==> src/rtl/spi_master_driver.sv <==
// spi_master_driver: single-clock SPI master that issues 11-bit command frames
// to the SPI slave/RAM wrapper and captures the byte returned for read-data frames.
module spi_master_driver #(
  parameter int unsigned RD_WAIT    = 2,
  parameter int unsigned GAP_CYCLES = 1
) (
  input  logic       clk,
  input  logic       rst_n,
  input  logic       req_valid,
  output logic       req_ready,
  input  logic [2:0] req_cmd,
  input  logic [7:0] req_data,
  output logic       resp_valid,
  output logic [7:0] resp_data,
  output logic       cmd_err,
  output logic       busy,
  output logic       SS_n,
  output logic       MOSI,
  input  logic       MISO
);

  localparam int unsigned WORD_W = 11;
  localparam int unsigned CNT_W  = 4;
  localparam int unsigned BYTE_W = 8;

  localparam logic [2:0] CMD_WR_ADDR = 3'b000;
  localparam logic [2:0] CMD_WR_DATA = 3'b001;
  localparam logic [2:0] CMD_RD_ADDR = 3'b110;
  localparam logic [2:0] CMD_RD_DATA = 3'b111;

  localparam logic [CNT_W-1:0] SHIFT_LAST = CNT_W'(WORD_W - 1);
  localparam logic [CNT_W-1:0] RECV_LAST  = CNT_W'(BYTE_W - 1);
  localparam logic [CNT_W-1:0] WAIT_LOAD  = CNT_W'(RD_WAIT - 1);
  localparam logic [CNT_W-1:0] GAP_LOAD   = CNT_W'(GAP_CYCLES - 1);

  typedef enum logic [2:0] {
    ST_IDLE  = 3'd0,
    ST_START = 3'd1,
    ST_SHIFT = 3'd2,
    ST_WAIT  = 3'd3,
    ST_RECV  = 3'd4,
    ST_END   = 3'd5
  } state_t;

  state_t              state_q, state_d;
  logic [CNT_W-1:0]    cnt_q, cnt_d;
  logic [WORD_W-1:0]   word_q, word_d;
  logic [BYTE_W-1:0]   shreg_q, shreg_d;
  logic [BYTE_W-1:0]   resp_data_q, resp_data_d;
  logic                resp_valid_q, resp_valid_d;
  logic                cmd_err_q, cmd_err_d;
  logic                req_ready_q, req_ready_d;
  logic                busy_q, busy_d;
  logic                ss_n_q, ss_n_d;
  logic                mosi_q, mosi_d;
  logic                cmd_legal;

  assign cmd_legal = (req_cmd == CMD_WR_ADDR) || (req_cmd == CMD_WR_DATA) ||
                     (req_cmd == CMD_RD_ADDR) || (req_cmd == CMD_RD_DATA);

  // State register and registered outputs; reset abandons any partial frame.
  always_ff @(posedge clk) begin
    if (!rst_n) begin
      state_q      <= ST_IDLE;
      cnt_q        <= '0;
      word_q       <= '0;
      shreg_q      <= '0;
      resp_data_q  <= '0;
      resp_valid_q <= 1'b0;
      cmd_err_q    <= 1'b0;
      req_ready_q  <= 1'b1;
      busy_q       <= 1'b0;
      ss_n_q       <= 1'b1;
      mosi_q       <= 1'b0;
    end else begin
      state_q      <= state_d;
      cnt_q        <= cnt_d;
      word_q       <= word_d;
      shreg_q      <= shreg_d;
      resp_data_q  <= resp_data_d;
      resp_valid_q <= resp_valid_d;
      cmd_err_q    <= cmd_err_d;
      req_ready_q  <= req_ready_d;
      busy_q       <= busy_d;
      ss_n_q       <= ss_n_d;
      mosi_q       <= mosi_d;
    end
  end

  // Next-state logic; pin values are derived from the next state so they register cleanly.
  always_comb begin
    state_d      = state_q;
    cnt_d        = cnt_q;
    word_d       = word_q;
    shreg_d      = shreg_q;
    resp_data_d  = resp_data_q;
    resp_valid_d = 1'b0;
    cmd_err_d    = 1'b0;

    case (state_q)
      ST_IDLE: begin
        if (req_valid && req_ready_q) begin
          if (cmd_legal) begin
            word_d  = {req_cmd, req_data};
            state_d = ST_START;
          end else begin
            cmd_err_d = 1'b1;
          end
        end
      end
      ST_START: begin
        state_d = ST_SHIFT;
        cnt_d   = SHIFT_LAST;
      end
      ST_SHIFT: begin
        if (cnt_q == '0) begin
          if (word_q[WORD_W-1 -: 3] == CMD_RD_DATA) begin
            if (RD_WAIT == 0) begin
              state_d = ST_RECV;
              cnt_d   = RECV_LAST;
            end else begin
              state_d = ST_WAIT;
              cnt_d   = WAIT_LOAD;
            end
          end else begin
            state_d = ST_END;
            cnt_d   = GAP_LOAD;
          end
        end else begin
          cnt_d = cnt_q - CNT_W'(1);
        end
      end
      ST_WAIT: begin
        if (cnt_q == '0) begin
          state_d = ST_RECV;
          cnt_d   = RECV_LAST;
        end else begin
          cnt_d = cnt_q - CNT_W'(1);
        end
      end
      ST_RECV: begin
        shreg_d = {shreg_q[BYTE_W-2:0], MISO};
        if (cnt_q == '0) begin
          state_d      = ST_END;
          cnt_d        = GAP_LOAD;
          resp_data_d  = shreg_d;
          resp_valid_d = 1'b1;
        end else begin
          cnt_d = cnt_q - CNT_W'(1);
        end
      end
      ST_END: begin
        if (cnt_q == '0) begin
          state_d = ST_IDLE;
        end else begin
          cnt_d = cnt_q - CNT_W'(1);
        end
      end
      default: begin
        state_d = ST_IDLE;
      end
    endcase

    ss_n_d      = !((state_d == ST_START) || (state_d == ST_SHIFT) ||
                    (state_d == ST_WAIT)  || (state_d == ST_RECV));
    mosi_d      = (state_d == ST_SHIFT) ? word_d[cnt_d] : 1'b0;
    req_ready_d = (state_d == ST_IDLE);
    busy_d      = (state_d != ST_IDLE);
  end

  assign req_ready  = req_ready_q;
  assign resp_valid = resp_valid_q;
  assign resp_data  = resp_data_q;
  assign cmd_err    = cmd_err_q;
  assign busy       = busy_q;
  assign SS_n       = ss_n_q;
  assign MOSI       = mosi_q;

endmodule
==> config.mk <==
export PLATFORM = sky130hd
export DESIGN_NAME = spi_master_driver
export DESIGN_NICKNAME = d
export VERILOG_FILES = /design/src/rtl/spi_master_driver.sv
export SDC_FILE = /design/constraint.sdc
export NUM_CORES = 1
export LEC_CHECK = 0
export BUFFER_PORTS_ARGS = -buffer_cell sky130_fd_sc_hd__buf_2
export CORE_MARGIN = 1
export CORE_UTILIZATION = 40
export DETAILED_ROUTE_END_ITERATION = 8
export PLACE_DENSITY = 0.58
export SLEW_MARGIN = 20
export SYNTH_ARGS = -nofsm -noshare
export SYNTH_HDL_FRONTEND = slang
export SYNTH_SLANG_ARGS = --single-unit
==> constraint.sdc <==
create_clock -name clk -period 5.9 [get_ports clk]
set_input_delay 0.59 -clock clk [delete_from_list [all_inputs] [get_ports clk]]
set_output_delay 0.59 -clock clk [all_outputs]
set_load 0.03 [all_outputs]
# Word-level counts from Yosys, hierarchy flattened
# Cells that the tools add are included.
dict set report totals {
  ff_bits 39
  in_bits 15
  output_inout_bits 14
  wordCells 64
}
dict set report op_classes {
  addsub 1
  order_cmp 1
  eq_ne 13
  muxes 21
  reduce_logical 17
}
# op n
set ops {}
lappend ops {{$mux 11} 3}
lappend ops {{$mux 3} 7}
lappend ops {{$pmux 4 s5} 1}
lappend ops {{$eq 3x3->1 const B} 6}
lappend ops {{$pmux 3 s6} 1}
lappend ops {{$mux 4} 4}
lappend ops {{$eq 3x2->1 const B} 4}
lappend ops {{$eq 3x1->1 const B} 3}
lappend ops {{$logic_not 3->1} 3}
lappend ops {{$logic_or 1x1->1} 6}
lappend ops {{$reduce_and 2->1} 3}
lappend ops {{$lt 4x5->1 const B} 1}
lappend ops {{$bmux 1 s4} 1}
lappend ops {{$logic_not 4->1} 1}
lappend ops {{$mux 1} 4}
lappend ops {{$sub 4x1->4 const B} 1}
lappend ops {{$reduce_and 3->1} 1}
lappend ops {{$reduce_bool 3->1} 1}
lappend ops {{$logic_and 1x1->1} 1}
lappend ops {{$logic_not 1->1} 1}

# Logic depth before layout (Yosys ltp)
dict set report logic_depth {
  ltp_word 12
  depth_mapped 12
  ltp_nobuf 12
}

# Worst setup path before layout
# No wires, ideal clock.
dict set report synth_path {
  path_kind {register to register}
  startpoint {register cnt_q[0]}
  endpoint {register mosi_q, in the netlist MOSI}
  setup_time_ns 0.088
  arrival_ns 2.469
  required_time_ns 5.812
  setup_slack_ns 3.343
  stages_incl_launch_ff 13
  n_path_buf 0
  synth_period_minus_slack_ns 2.557
  cell_sequence {dfxtp_1 inv_1 ha_1 nor3b_4 inv_1 ha_1 or2_2 a31oi_1 a21o_2 nand2_1 mux4_2 nor2b_4 nor4_2}
}
dict set report synth_via {
  elab_chain_cells 5
  elab_cells_between_ends 16
  classes_between {add/sub (1); eq/ne (1); mux (12); reduce/logical (2)}
}
# item line
set synth_rtl {}
lappend synth_rtl {{start: declaration} 46} ;# logic [CNT_W-1:0] cnt_q, cnt_d;
lappend synth_rtl {{start signal: assignment} 77} ;# cnt_q <= cnt_d;
lappend synth_rtl {{$sub 4x1->4 or $logic_not 4->1 (tied branches)} --}
lappend synth_rtl {{$mux 4, or another cell as far along} 153} ;# if (cnt_q == '0) begin
lappend synth_rtl {{$pmux 4 s5 or $pmux 3 s6 (tied branches)} 100} ;# case (state_q)
lappend synth_rtl {{$bmux 1 s4 or $eq 3x2->1 (tied branches)} 166} ;# mosi_d = (state_d == ST_SHIFT) ? word_d[cnt_d] : 1'b0;
lappend synth_rtl {{$mux 1 (not written as such) or $reduce_and 2->1 (tied branches)} --}
lappend synth_rtl {{end signal: assignment} 86} ;# mosi_q <= mosi_d;
lappend synth_rtl {{end: declaration} 55} ;# logic mosi_q, mosi_d;
# Several ways; a longest one is shown, not always the timed one. The select of a mux whose other input is x is not followed.
# A chain may end at the register's enable or synchronous reset.

# Final worst setup path
dict set report layout_path {
  startpoint {register state_q[1]}
  endpoint {register mosi_q, in the netlist MOSI}
}
dict set report layout_via {
  elab_chain_cells 5
  elab_cells_between_ends 19
  classes_between {eq/ne (6); mux (11); reduce/logical (2)}
}
# item line
set layout_rtl {}
lappend layout_rtl {{start: declaration} 45} ;# state_t state_q, state_d;
lappend layout_rtl {{start signal: assignment} 76} ;# state_q <= state_d;
lappend layout_rtl {{parallel branches: the longest is 5 deep, another holds $pmux 4 s5} --}
# Several ways; the timed one is not identified. The select of a mux whose other input is x is not followed.

==> results.env <==
CP.ARRIVAL_NS=3.23
RUN_STATUS='completed'
TOP_LEVEL_PORTS=29
MAXCAPVIOLCOUNT=0
ROOT_BUFFER='sky130_fd_sc_hd__clkbuf_8'
POWER.IR.VDD_WORST_mV=0.1217
FINAL.MIN_CLOCK_PERIOD_NS=3.025
PRECTSSETUPSLACK_NS=2.874
SYNTH-SEQ-AREA-SHARE=0.3888
FIN_TNS_SETUP_NS=0
HIGHEST_CLOCK_FREQUENCY_THE_DESIGN_CAN_MEET_MHz=330.6
DR_TOTAL_VIAS=1672
SYNTH.LIB_CELLS_USED.DISTINCT=51
POST_SYNTHESIS_COMPOUND_GATE_AREA_FRACTION=0.1869
POWER.LEAKAGE_nW=0.8806
ANTENNA_CELLS_INSERTED=0
SETUP_REPAIR_AFTER_GLOBAL_ROUTING_MISSED_ITS_MARGIN='false'
MAXSLEWVIOLCOUNT=0
DIE-HEIGHT_UM=72.86
SLEW_AT_THE_PIN_CLOSEST_TO_ITS_MAX_SLEW_LIMIT_NS=0.6845
DP_HPWL_UM=3043
FP-ROW-COUNT=25
CRITICAL_PATH_DATA_REQUIRED_TIME_NS=6.10
DRTITER0DRC=136
FIRSTDRTPASSITERS=4
FIN_CRIT_SH=0.5127
SYNTHESIZED_FLOP_AND_LATCH_TOTAL=39
SYNTH_SIMPLE_GATE_AREA_SHARE=0.2866
SYNTHADDERAREAFRAC=0.02492
PWR_DENSITY_CELL_nW_PER_UM2=343.2
CLOCK_SKEW_NS=0.004256
HOLD_CRIT_PATH_TYPE='flop to flop'
SYNTH_TOP_AREA_FRAC=0.3888
ROUTABILITYCONGESTION=0.7804
CRIT_SLOWEST_CELL='sky130_fd_sc_hd__dfxtp_1'
GRT_FIRST_PASS_WIRELENGTH_UM=7176
HOLDBUFCOUNTCTS=0
MOST-COMMON-LAYOUT-CELLS='51 x sky130_fd_sc_hd__nand2_1, 39 x sky130_fd_sc_hd__dfxtp_1, 28 x sky130_fd_sc_hd__buf_2'
NUMCLOCKSINKS=39
FULL_DIE_AREA_UM2=5308
INITIAL_CORE_UTIL=0.4196
SYNTH_XOR_AREA_FRAC=0.01682
DETAIL_ROUTE.DRC_VIOLATIONS=0
PLACE.PORT_BUFFERS=28
DRT-VIAS-PER-INSTANCE=5.129
WL_UM=4232
FINAL_LAYOUT_SIZE_SUFFIX_GT1_FRAC=0.1892
NETLIST_AREA_UM2=2008
GRT_OVERFLOW=0
P_TOTAL_mW=0.7738
DIE_W_UM=72.86
DRT.ANTENNA.VIOLATING_NETS=0
STARTPOINT_TYPE='flop'
CTS.HTREE.LEVELS=2
CTS.REPORTEDPATHS.CLKPINSLEW_NS=0.07
POSTCTSSETUPBUFFERS=0
SYN_AVG_CELL_AREA_UM2=8.582
CTS.REPAIR.RESIZED=0
TIMING.HOLD.WS_NS=0.4623
YS.FLOP_TYPE='sky130_fd_sc_hd__dfxtp_1'
POST-SYNTH-TOP-AREA-CELL='sky130_fd_sc_hd__dfxtp_1'
SYNTH-ASYNC-RESET-RATIO=0
AVGROUTEDWIREPERCELL_UM=12.98
MAIN_COMBINATIONAL_CELL_FAMILY_BY_AREA_AFTER_SYNTHESIS='simple AND/OR/NAND/NOR gates'
YS_WARN_COUNT=0
ANTENNA_FOUND_INITIAL=0
LAYOUT_SETUP_WS_NS=2.875
TRITONCTS.NUM_BUFFERS=5
MAX-CLOCK-PATH-BUFFERS=2
FLOORPLAN.CORE_AREA_UM2=4786
GRT_USAGE=0.1761
CTS_TREE='yes'
CRIT_PATH_MAX_FANOUT=17
GRT_MAX_DEGREE=34
CP_SLOWEST_STAGE_DELAY_NS=0.71
GRT_PASS1_VIAS=1509
NETS=277
PATH_CELLS='ha_1, or2b_2, a21oi_1, nor4_4, mux2i_1, mux4_2, nor2b_4, nor4_2'
CLKLATENCYLATEPIN_NS=0.29
WORST_SETUP_PATH_END_KIND='flop'
SYNTH_MUX_AREA_FRAC=0.05171
TIMING.FINAL.HOLD_VIOLATIONS=0
SYNTH-EDFF-COUNT=0
CRIT_PATH_KIND='flop to flop'
SYN_NETS=253
LAYOUT.CELLS.MOST_COMMON='sky130_fd_sc_hd__nand2_1'
TIMING.FINAL.SETUP_VIOLATIONS=0
RELSLEWSLACK=0.5427
SYNTHCELLS=234
FINAL_UTIL=0.4711
YS_TOP_CELLS_BY_AREA='sky130_fd_sc_hd__dfxtp_1 39%, sky130_fd_sc_hd__nand2_1 9.5%, sky130_fd_sc_hd__a21boi_0 8.6%'
SYN_TO_FINAL_GROWTH_PCT=12.27
[critical path: cells and delay by family (launching register included)]
| kind | cells | cell delay, ns |
|---|---|---|
| compound gates | 1 | 0.09 |
| fa+ha+maj | 1 | 0.42 |
| flops | 1 | 0.71 |
| mux | 2 | 0.65 |
| simple gates | 4 | 1.07 |
[sequential cells by signal (all words and copies together) (netlist names), 3 cells and up]
signal,cells
word_q,11
cnt_q,4
resp_data,8
state_q,3
shreg_q,7
[layer usage]
layer | global-route usage | part of all wire
met5 | 0 | 0
met4 | 0.05882 | 0.0099
met3 | 0.04144 | 0.026
met2 | 0.2669 | 0.43
met1 | 0.2461 | 0.53
[power by group]
part | leakage [nW] | total, mW | internal, mW | switching, mW
logic | 0.523 | 0.275 | 0.115 | 0.160
registers | 0.316 | 0.325 | 0.292 | 0.0335
clock network | 0.0412 | 0.174 | 0.0826 | 0.0911
[path summary, 6_finish.rpt]
| check | from | to | slack (ns) | depth (start not counted) |
|---|---|---|---|---|
| setup / recovery | state_q[1] | MOSI | 2.88 | 8 |
| hold / removal | resp_data[1] | resp_data[1] | 0.46 | 2 |
| setup reg to reg | state_q[1] | MOSI | 2.88 | 8 |
| hold reg to reg | resp_data[1] | resp_data[1] | 0.46 | 2 |
[cell families (layout without fill, tap and decap cells)]
group | after synthesis | after routing
and+or+nand+nor | 106 | 106
buffers and inverters | 17 | 42
DFF | 39 | 39
adders and majority gates | 4 | 4
muxes | 9 | 9
xor gates and xnor gates | 3 | 3
AOI/OAI and AO/OA | 56 | 56
[Yosys cell counts (5+ instances only)]
cell type                  instances
sky130_fd_sc_hd__nand2_1          51
sky130_fd_sc_hd__dfxtp_1          39
sky130_fd_sc_hd__a21boi_0         23
sky130_fd_sc_hd__o21ai_0          10
sky130_fd_sc_hd__a21oi_1           8
sky130_fd_sc_hd__clkbuf_1          8
sky130_fd_sc_hd__nand3_1           8
sky130_fd_sc_hd__nor2_1            8
sky130_fd_sc_hd__mux2i_1           7
sky130_fd_sc_hd__and2_1            5
sky130_fd_sc_hd__inv_1             5
sky130_fd_sc_hd__nor2b_1           5
[metrics by stage]
step,instance area [µm²],instances
2_1_floorplan,2008,234
3_3_place_gp,2170,318
3_5_place_dp,2170,318
4_1_cts,2255,326
5_1_grt,2255,326
6_report,2255,326
[cell type report]
cell class | count | area [µm²]
Multi-Input combinational cell | 178 | 1139
Clock inverter | 2 | 12.51
Sequential cell | 39 | 780.7
Inverter | 5 | 18.77
Clock buffer | 6 | 72.57
Tap cell | 67 | 83.83
Timing Repair Buffer | 29 | 147.6
Fill cell | 500 | 2531
Note: power is estimated with default switching activity, not from simulation.
